$ cat config.mk
export PLATFORM = sky130hd
export DESIGN_NAME = event_counter_unit_flat
export DESIGN_NICKNAME = d
export VERILOG_FILES = /design/src/rtl/event_counter_unit_if.sv /design/src/rtl/event_counter_unit.sv /design/src/flat_wrapper.sv
export SDC_FILE = /design/constraint.sdc
export NUM_CORES = 1
export LEC_CHECK = 0
export ABC_AREA = 1
export CAP_MARGIN = 10
export CORE_ASPECT_RATIO = 1.5
export CORE_MARGIN = 4
export CORE_UTILIZATION = 55
export CTS_CLUSTER_SIZE = 20
export DETAILED_ROUTE_END_ITERATION = 8
export HOLD_SLACK_MARGIN = 0.15
export PLACE_DENSITY = 0.81
export SLEW_MARGIN = 20
export SYNTH_ARGS = -nofsm -noshare
export SYNTH_HDL_FRONTEND = slang
export SYNTH_SLANG_ARGS = --single-unit
$ cat constraint.sdc
create_clock -name clk -period 3.1 [get_ports clk]
set_input_delay 0.775 -clock clk [delete_from_list [all_inputs] [get_ports clk]]
set_output_delay 0.775 -clock clk [all_outputs]
set_load 0.1 [all_outputs]
$ cat src/rtl/event_counter_unit_if.sv
// rtl/event_counter_unit_if.sv - event pulse bundle feeding the event counter unit
interface EVENT_INT;
    logic load;
    logic store;
    logic unaligned;
    logic arithmetic;
    logic trap;
    logic interrupt;
    logic conditional_branch;
    logic unconditional_branch;
    logic branch;
    logic execute;

    modport in (
        input load, store, unaligned, arithmetic, trap, interrupt,
              conditional_branch, unconditional_branch, branch, execute
    );
    modport out (
        output load, store, unaligned, arithmetic, trap, interrupt,
               conditional_branch, unconditional_branch, branch, execute
    );
endinterface

$ cat src/rtl/event_counter_unit.sv
// rtl/event_counter_unit.sv - four selectable 32-bit event counters with a req/ack register port
// Optional overflow interrupt mask at addr 10 enabled by EVENT_COUNTER_OVF_IRQ_EN.
module event_counter_unit (
    input  logic        clk,
    input  logic        rst,
    EVENT_INT.in        events,
    input  logic        req,
    input  logic        we,
    input  logic [3:0]  addr,
    input  logic [31:0] wdata,
    output logic [31:0] rdata,
    output logic        ack,
    output logic        irq
);

    typedef enum logic {
        S_IDLE = 1'b0,
        S_ACK  = 1'b1
    } state_t;

    state_t            state_q, state_d;
    logic [3:0][31:0]  cnt_q, cnt_d;
    logic [3:0][3:0]   sel_q, sel_d;
    logic [3:0]        inh_q, inh_d;
    logic [3:0]        ovf_q, ovf_d;
    logic [31:0]       rdata_q, rdata_d;
    logic [15:0]       ev_vec;
    logic [3:0]        hit;
    logic [3:0]        wrap;
    logic [3:0]        ovf_clr;
    logic [31:0]       rd_mux;
    logic              accept;
    logic              wr_en;

    // Indices 10-15 are hard zero so a selector of 4'hF never counts.
    assign ev_vec = {6'b0,
                     events.execute,
                     events.branch,
                     events.unconditional_branch,
                     events.conditional_branch,
                     events.interrupt,
                     events.trap,
                     events.arithmetic,
                     events.unaligned,
                     events.store,
                     events.load};

    assign accept = (state_q == S_IDLE) && req;
    assign wr_en  = accept && we;

    always_comb begin
        state_d = state_q;
        case (state_q)
            S_IDLE:  if (req) state_d = S_ACK;
            S_ACK:   state_d = S_IDLE;
            default: state_d = S_IDLE;
        endcase
    end

    // A bus write to a counter wins over a same-cycle event, so it never wraps.
    always_comb begin
        cnt_d = cnt_q;
        hit   = '0;
        wrap  = '0;
        for (int n = 0; n < 4; n++) begin
            hit[n] = ev_vec[sel_q[n]] & ~inh_q[n];
            if (wr_en && (addr == 4'(n))) begin
                cnt_d[n] = wdata;
            end else if (hit[n]) begin
                cnt_d[n] = cnt_q[n] + 32'd1;
                wrap[n]  = &cnt_q[n];
            end
        end
    end

    // Wrap set is OR'ed after the W1C clear so a coincident set survives.
    always_comb begin
        ovf_clr = (wr_en && (addr == 4'd9)) ? wdata[3:0] : 4'b0;
        ovf_d   = (ovf_q & ~ovf_clr) | wrap;
    end

    always_comb begin
        sel_d = sel_q;
        inh_d = inh_q;
        if (wr_en) begin
            case (addr)
                4'd4:    sel_d[0] = wdata[3:0];
                4'd5:    sel_d[1] = wdata[3:0];
                4'd6:    sel_d[2] = wdata[3:0];
                4'd7:    sel_d[3] = wdata[3:0];
                4'd8:    inh_d    = wdata[3:0];
                default: ;
            endcase
        end
    end

`ifdef EVENT_COUNTER_OVF_IRQ_EN
    logic [3:0] msk_q, msk_d;
    logic       irq_q;

    always_comb begin
        msk_d = msk_q;
        if (wr_en && (addr == 4'd10)) msk_d = wdata[3:0];
    end

    always_ff @(posedge clk or negedge rst) begin
        if (!rst) begin
            msk_q <= 4'b0;
            irq_q <= 1'b0;
        end else begin
            msk_q <= msk_d;
            irq_q <= |(ovf_q & msk_q);
        end
    end

    assign irq = irq_q;
`else
    assign irq = 1'b0;
`endif

    // Reads see the registered counter, i.e. the value before this cycle's increment.
    always_comb begin
        rd_mux = 32'b0;
        case (addr)
            4'd0:    rd_mux = cnt_q[0];
            4'd1:    rd_mux = cnt_q[1];
            4'd2:    rd_mux = cnt_q[2];
            4'd3:    rd_mux = cnt_q[3];
            4'd4:    rd_mux = {28'b0, sel_q[0]};
            4'd5:    rd_mux = {28'b0, sel_q[1]};
            4'd6:    rd_mux = {28'b0, sel_q[2]};
            4'd7:    rd_mux = {28'b0, sel_q[3]};
            4'd8:    rd_mux = {28'b0, inh_q};
            4'd9:    rd_mux = {28'b0, ovf_q};
`ifdef EVENT_COUNTER_OVF_IRQ_EN
            4'd10:   rd_mux = {28'b0, msk_q};
`endif
            default: rd_mux = 32'b0;
        endcase
    end

    assign rdata_d = (accept && !we) ? rd_mux : 32'b0;

    always_ff @(posedge clk or negedge rst) begin
        if (!rst) begin
            state_q <= S_IDLE;
            cnt_q   <= '0;
            sel_q   <= {4{4'hF}};
            inh_q   <= 4'b0;
            ovf_q   <= 4'b0;
            rdata_q <= 32'b0;
        end else begin
            state_q <= state_d;
            cnt_q   <= cnt_d;
            sel_q   <= sel_d;
            inh_q   <= inh_d;
            ovf_q   <= ovf_d;
            rdata_q <= rdata_d;
        end
    end

    assign ack   = (state_q == S_ACK);
    assign rdata = rdata_q;

endmodule
$ cat src/flat_wrapper.sv
// flat-port wrapper written by rule: the top's interface ports become plain ports
module event_counter_unit_flat 
  (clk, rst, req, we, addr, wdata, rdata, ack, irq, events_load, events_store, events_unaligned, events_arithmetic, events_trap, events_interrupt, events_conditional_branch, events_unconditional_branch, events_branch, events_execute);
  EVENT_INT events_i ();
  input  logic clk;
  input  logic rst;
  input  logic req;
  input  logic we;
  input  logic [3:0] addr;
  input  logic [31:0] wdata;
  output logic [31:0] rdata;
  output logic ack;
  output logic irq;
  input wire logic [$bits(events_i.load)-1:0] events_load;
  input wire logic [$bits(events_i.store)-1:0] events_store;
  input wire logic [$bits(events_i.unaligned)-1:0] events_unaligned;
  input wire logic [$bits(events_i.arithmetic)-1:0] events_arithmetic;
  input wire logic [$bits(events_i.trap)-1:0] events_trap;
  input wire logic [$bits(events_i.interrupt)-1:0] events_interrupt;
  input wire logic [$bits(events_i.conditional_branch)-1:0] events_conditional_branch;
  input wire logic [$bits(events_i.unconditional_branch)-1:0] events_unconditional_branch;
  input wire logic [$bits(events_i.branch)-1:0] events_branch;
  input wire logic [$bits(events_i.execute)-1:0] events_execute;
  assign events_i.load = events_load;
  assign events_i.store = events_store;
  assign events_i.unaligned = events_unaligned;
  assign events_i.arithmetic = events_arithmetic;
  assign events_i.trap = events_trap;
  assign events_i.interrupt = events_interrupt;
  assign events_i.conditional_branch = events_conditional_branch;
  assign events_i.unconditional_branch = events_unconditional_branch;
  assign events_i.branch = events_branch;
  assign events_i.execute = events_execute;
  event_counter_unit u_core (.clk(clk), .rst(rst), .events(events_i), .req(req), .we(we), .addr(addr), .wdata(wdata), .rdata(rdata), .ack(ack), .irq(irq));
endmodule
==> impl_metrics.py <==
metrics = {
    "clocking": {
        "insertion_delay_ns": 0.45,
        "cts_root_buf": "clkbuf_16",
        "cts_hold_buf": 0,
        "cts_tree": "yes",
        "numCtsBuffers": 17,
        "cts_sinks": 185,
        "clk_path_buf_depth": 2,
        "cts_htree_levels": 4,
        "path_clk_slew_ns": 0.07,
        "postCtsSetupBuffers": 0,
        "post_cts_resized": 0,
    },
    "layout": {
        "area_growth_pct": 12.0,
        "final_layout_size_suffix_gt1_share_pct": 6.03,
        "layout.nets": 2378,
        "final_area_sq_mm": 0.0152,
    },
    "logic_synthesis": {
        "synthFlopType": "dfrtp_1",
        "synth_top_area_share_pct": 31.1,
        "ys_warn_count": 0,
        "yosys.area.top_type": "dfrtp_1",
        "syn_area_sq_mm": 0.0136,
        "synth_cell_types": 36,
        "synthTopCellsByArea": "dfrtp_1 (31%), nand2_1 (26%), nand3_1 (11%)",
        "syn_nets": 2327,
        "async_reset_ff_share_pct": 100,
        "synth_cells": 2273,
        "syn_avg_cell_area_sq_um": 5.98,
        "synth_edf_count": 0,
        "yosysSeqAreaShare_pct": 34.2,
        "synth_seq_cells": 185,
    },
    "timing": {
        "maxClockFrequency_mhz": 397,
        "relSlewSlack_pct": 58.7,
        "finClkSkew_ns": 0.0137,
        "min_period_over_period_pct": 81.3,
        "fin_tns_setup_ns": 0,
        "fin_crit_ns": 2.52,
        "finalMaxSlewViolations": 0,
        "rsz0062_at_grt": "false",
        "hold_viol_final": 0,
        "setup_viol": 0,
        "tightest_slew_ns": 0.619,
    },
    "floorplanning": {
        "rows": 70,
        "io-pin-count": 84,
        "start_util_pct": 55.8,
        "die_w_um": 136,
        "die_area_sq_mm": 0.0274,
        "fp.coreArea_sq_mm": 0.0243,
        "fp.dieH_um": 201,
    },
    "routing": {
        "routedWlPerCell_um": 19.4,
        "drc_errors": 0,
        "routed_wl_mm": 51.6,
        "vias_per_cell": 5.78,
        "drt_first_pass_iters": 6,
        "drtAntennaViolNets": 0,
        "vias": 15400,
        "drt_iter0_markers": 1716,
    },
    "critical_path": {
        "path_class": "in -> reg",
        "cp.required_ns": 3.49,
        "start_kind": "input port",
        "r2r_slack_ns": 0.89,
        "cp.arrival_ns": 2.91,
        "cp-end-kind": "flip-flop",
        "cp_max_fo": 28,
    },
    "place": {
        "place_congestion": 1.04,
        "dp_hpwl_mm": 39.3,
        "port_buffers": 82,
        "placed_cell_area_sq_mm": 0.0146,
    },
    "power": {
        "pwr_density_cell_mw_per_mm2": 604,
        "comb_power_share_pct": 33.8,
        "seq_power_share_pct": 41.5,
        "intPower_mw": 5.25,
        "p_sw_share_pct": 42.9,
        "finalPower_mw": 9.19,
        "p_sw_mw": 3.95,
        "pwr-share-clk_pct": 24.6,
        "vdd_drop_max_uv": 421,
        "p_leak_nw": 7.14,
    },
    "status": {
        "outcome": "completed",
    },
    "global_route": {
        "antenna_found_initial": 1,
        "grt-ovfl-total": 0,
        "grt_pass1_vias": 14500,
        "grt_pass1_wl_mm": 79.0,
        "grt_usage_pct": 37.8,
        "grt_max_degree": 64,
    },
    "min_path": {
        "hold_class": "in -> async",
    },
    "run": {
        "maxCapViolations": 0,
    },
}
Yosys cell counts (2+ instances only):
cell type  count
dfrtp_1      169
ha_1           4
a21oi_1       19
buf_4         11
buf_6          6
buf_1          5
clkbuf_1      24
inv_2          5
nand3b_1       2
o21ai_1       10
nor2_4         4
clkbuf_2       4
nor4_1         3
nand2_4        2
inv_1        207
nand2_1      936
buf_2         34
nand3_1      292
nand4_1       13
o21ai_0      136
nor2_2         7
dfstp_2       16
xor2_1        11
a211oi_1       3
nand2_2        6
o22ai_1       57
nor2_1       273
nor3_1         6
power by group through the flow:
stage	registers, mW	clock network (mW)	logic [mW]
floorplan	3.60	0	2.14
global placement	3.81	0	2.97
detailed placement	3.81	0	3.06
CTS	3.78	2.27	3.07
global route	3.89	2.37	3.50
finish	3.82	2.27	3.11
cell type report:
class                           instances  area [sq um]
Clock buffer                           19           443
Multi-Input combinational cell       1792          7700
Clock inverter                         13           144
Sequential cell                       185          4650
Antenna cell                            2          5.00
Timing Repair Buffer                  116          1080
Inverter                              212           796
Tap cell                              324           405
Fill cell                            2466          9120
layer usage:
layer	up-vias	GRT usage, %	share of wire [%]
met5	-	0	0.027
met1	7080	44.6	37
met3	199	6.19	8.0
met2	774	60.7	47
met4	2	28.9	8.6
li1	7335	-	-
worst max-delay path, stage by stage:
cell and delay (ns):
clkdlybuf4s50_1 0.46, inv_1 0.05, nor2_2 0.14, nand2_1 0.30
nor2_2 0.27, inv_2 0.24, nand2_1 0.17, buf_4 0.32
nand2_1 0.09, nand2_1 0.07
final timing paths:
kind,from,end,cells after the start
setup / recovery,req,u_core.cnt_q[112],10
hold / removal,rst,u_core.cnt_q[4],1
setup reg to reg,u_core.cnt_q[97],u_core.ovf_q[3],9
hold reg to reg,u_core.ack,u_core.ack,1
max in group asynchronous,rst,u_core.cnt_q[95],2
min in group clk,u_core.ack,u_core.ack,1
state kept, by name (all words and copies together) (netlist names):
| name | cells |
|---|---|
| u_core.cnt_q | 128 |
| u_core.inh_q | 4 |
| u_core.sel_q | 16 |
| u_core.ack | 1 |
| u_core.rdata | 32 |
| u_core.ovf_q | 4 |
metrics by stage:
stage               hold WS [ns]  instances  utilization [%]  worst slack, ns
global route               0.374       2661             62.5            0.469
detailed placement         0.452       2629             60.1            0.159
finish                     0.343       2663             62.6            0.580
global placement           0.442       2629             60.1            0.241
CTS                        0.349       2661             62.5            0.625
floorplan                  0.453       2273                -             1.05
layout by cell type (no fill, tap or decap), types with 17 or more instances in the layout:
cell type,synthesis,layout
a21oi_1,19,19
inv_1,207,207
nand3_1,292,292
clkdlybuf4s50_1,0,48
nor2_1,273,272
dfrtp_1,169,169
nand2_1,936,936
o22ai_1,57,57
o21ai_0,136,136
clkbuf_16,0,17
buf_4,11,60
kinds of logic after synthesis:
| kind of cell | synth area share (%) |
|---|---|
| other | 0.0276 |
| XOR/XNOR | 0.773 |
| flip-flops | 34.2 |
| AO/OA/AOI/OAI | 9.09 |
| adder cells (fa/ha/maj) | 0.368 |
| buffers and inverters | 9.16 |
| AND/OR/NAND/NOR | 46.4 |
No activity file was read; power rests on OpenSTA's default activity.
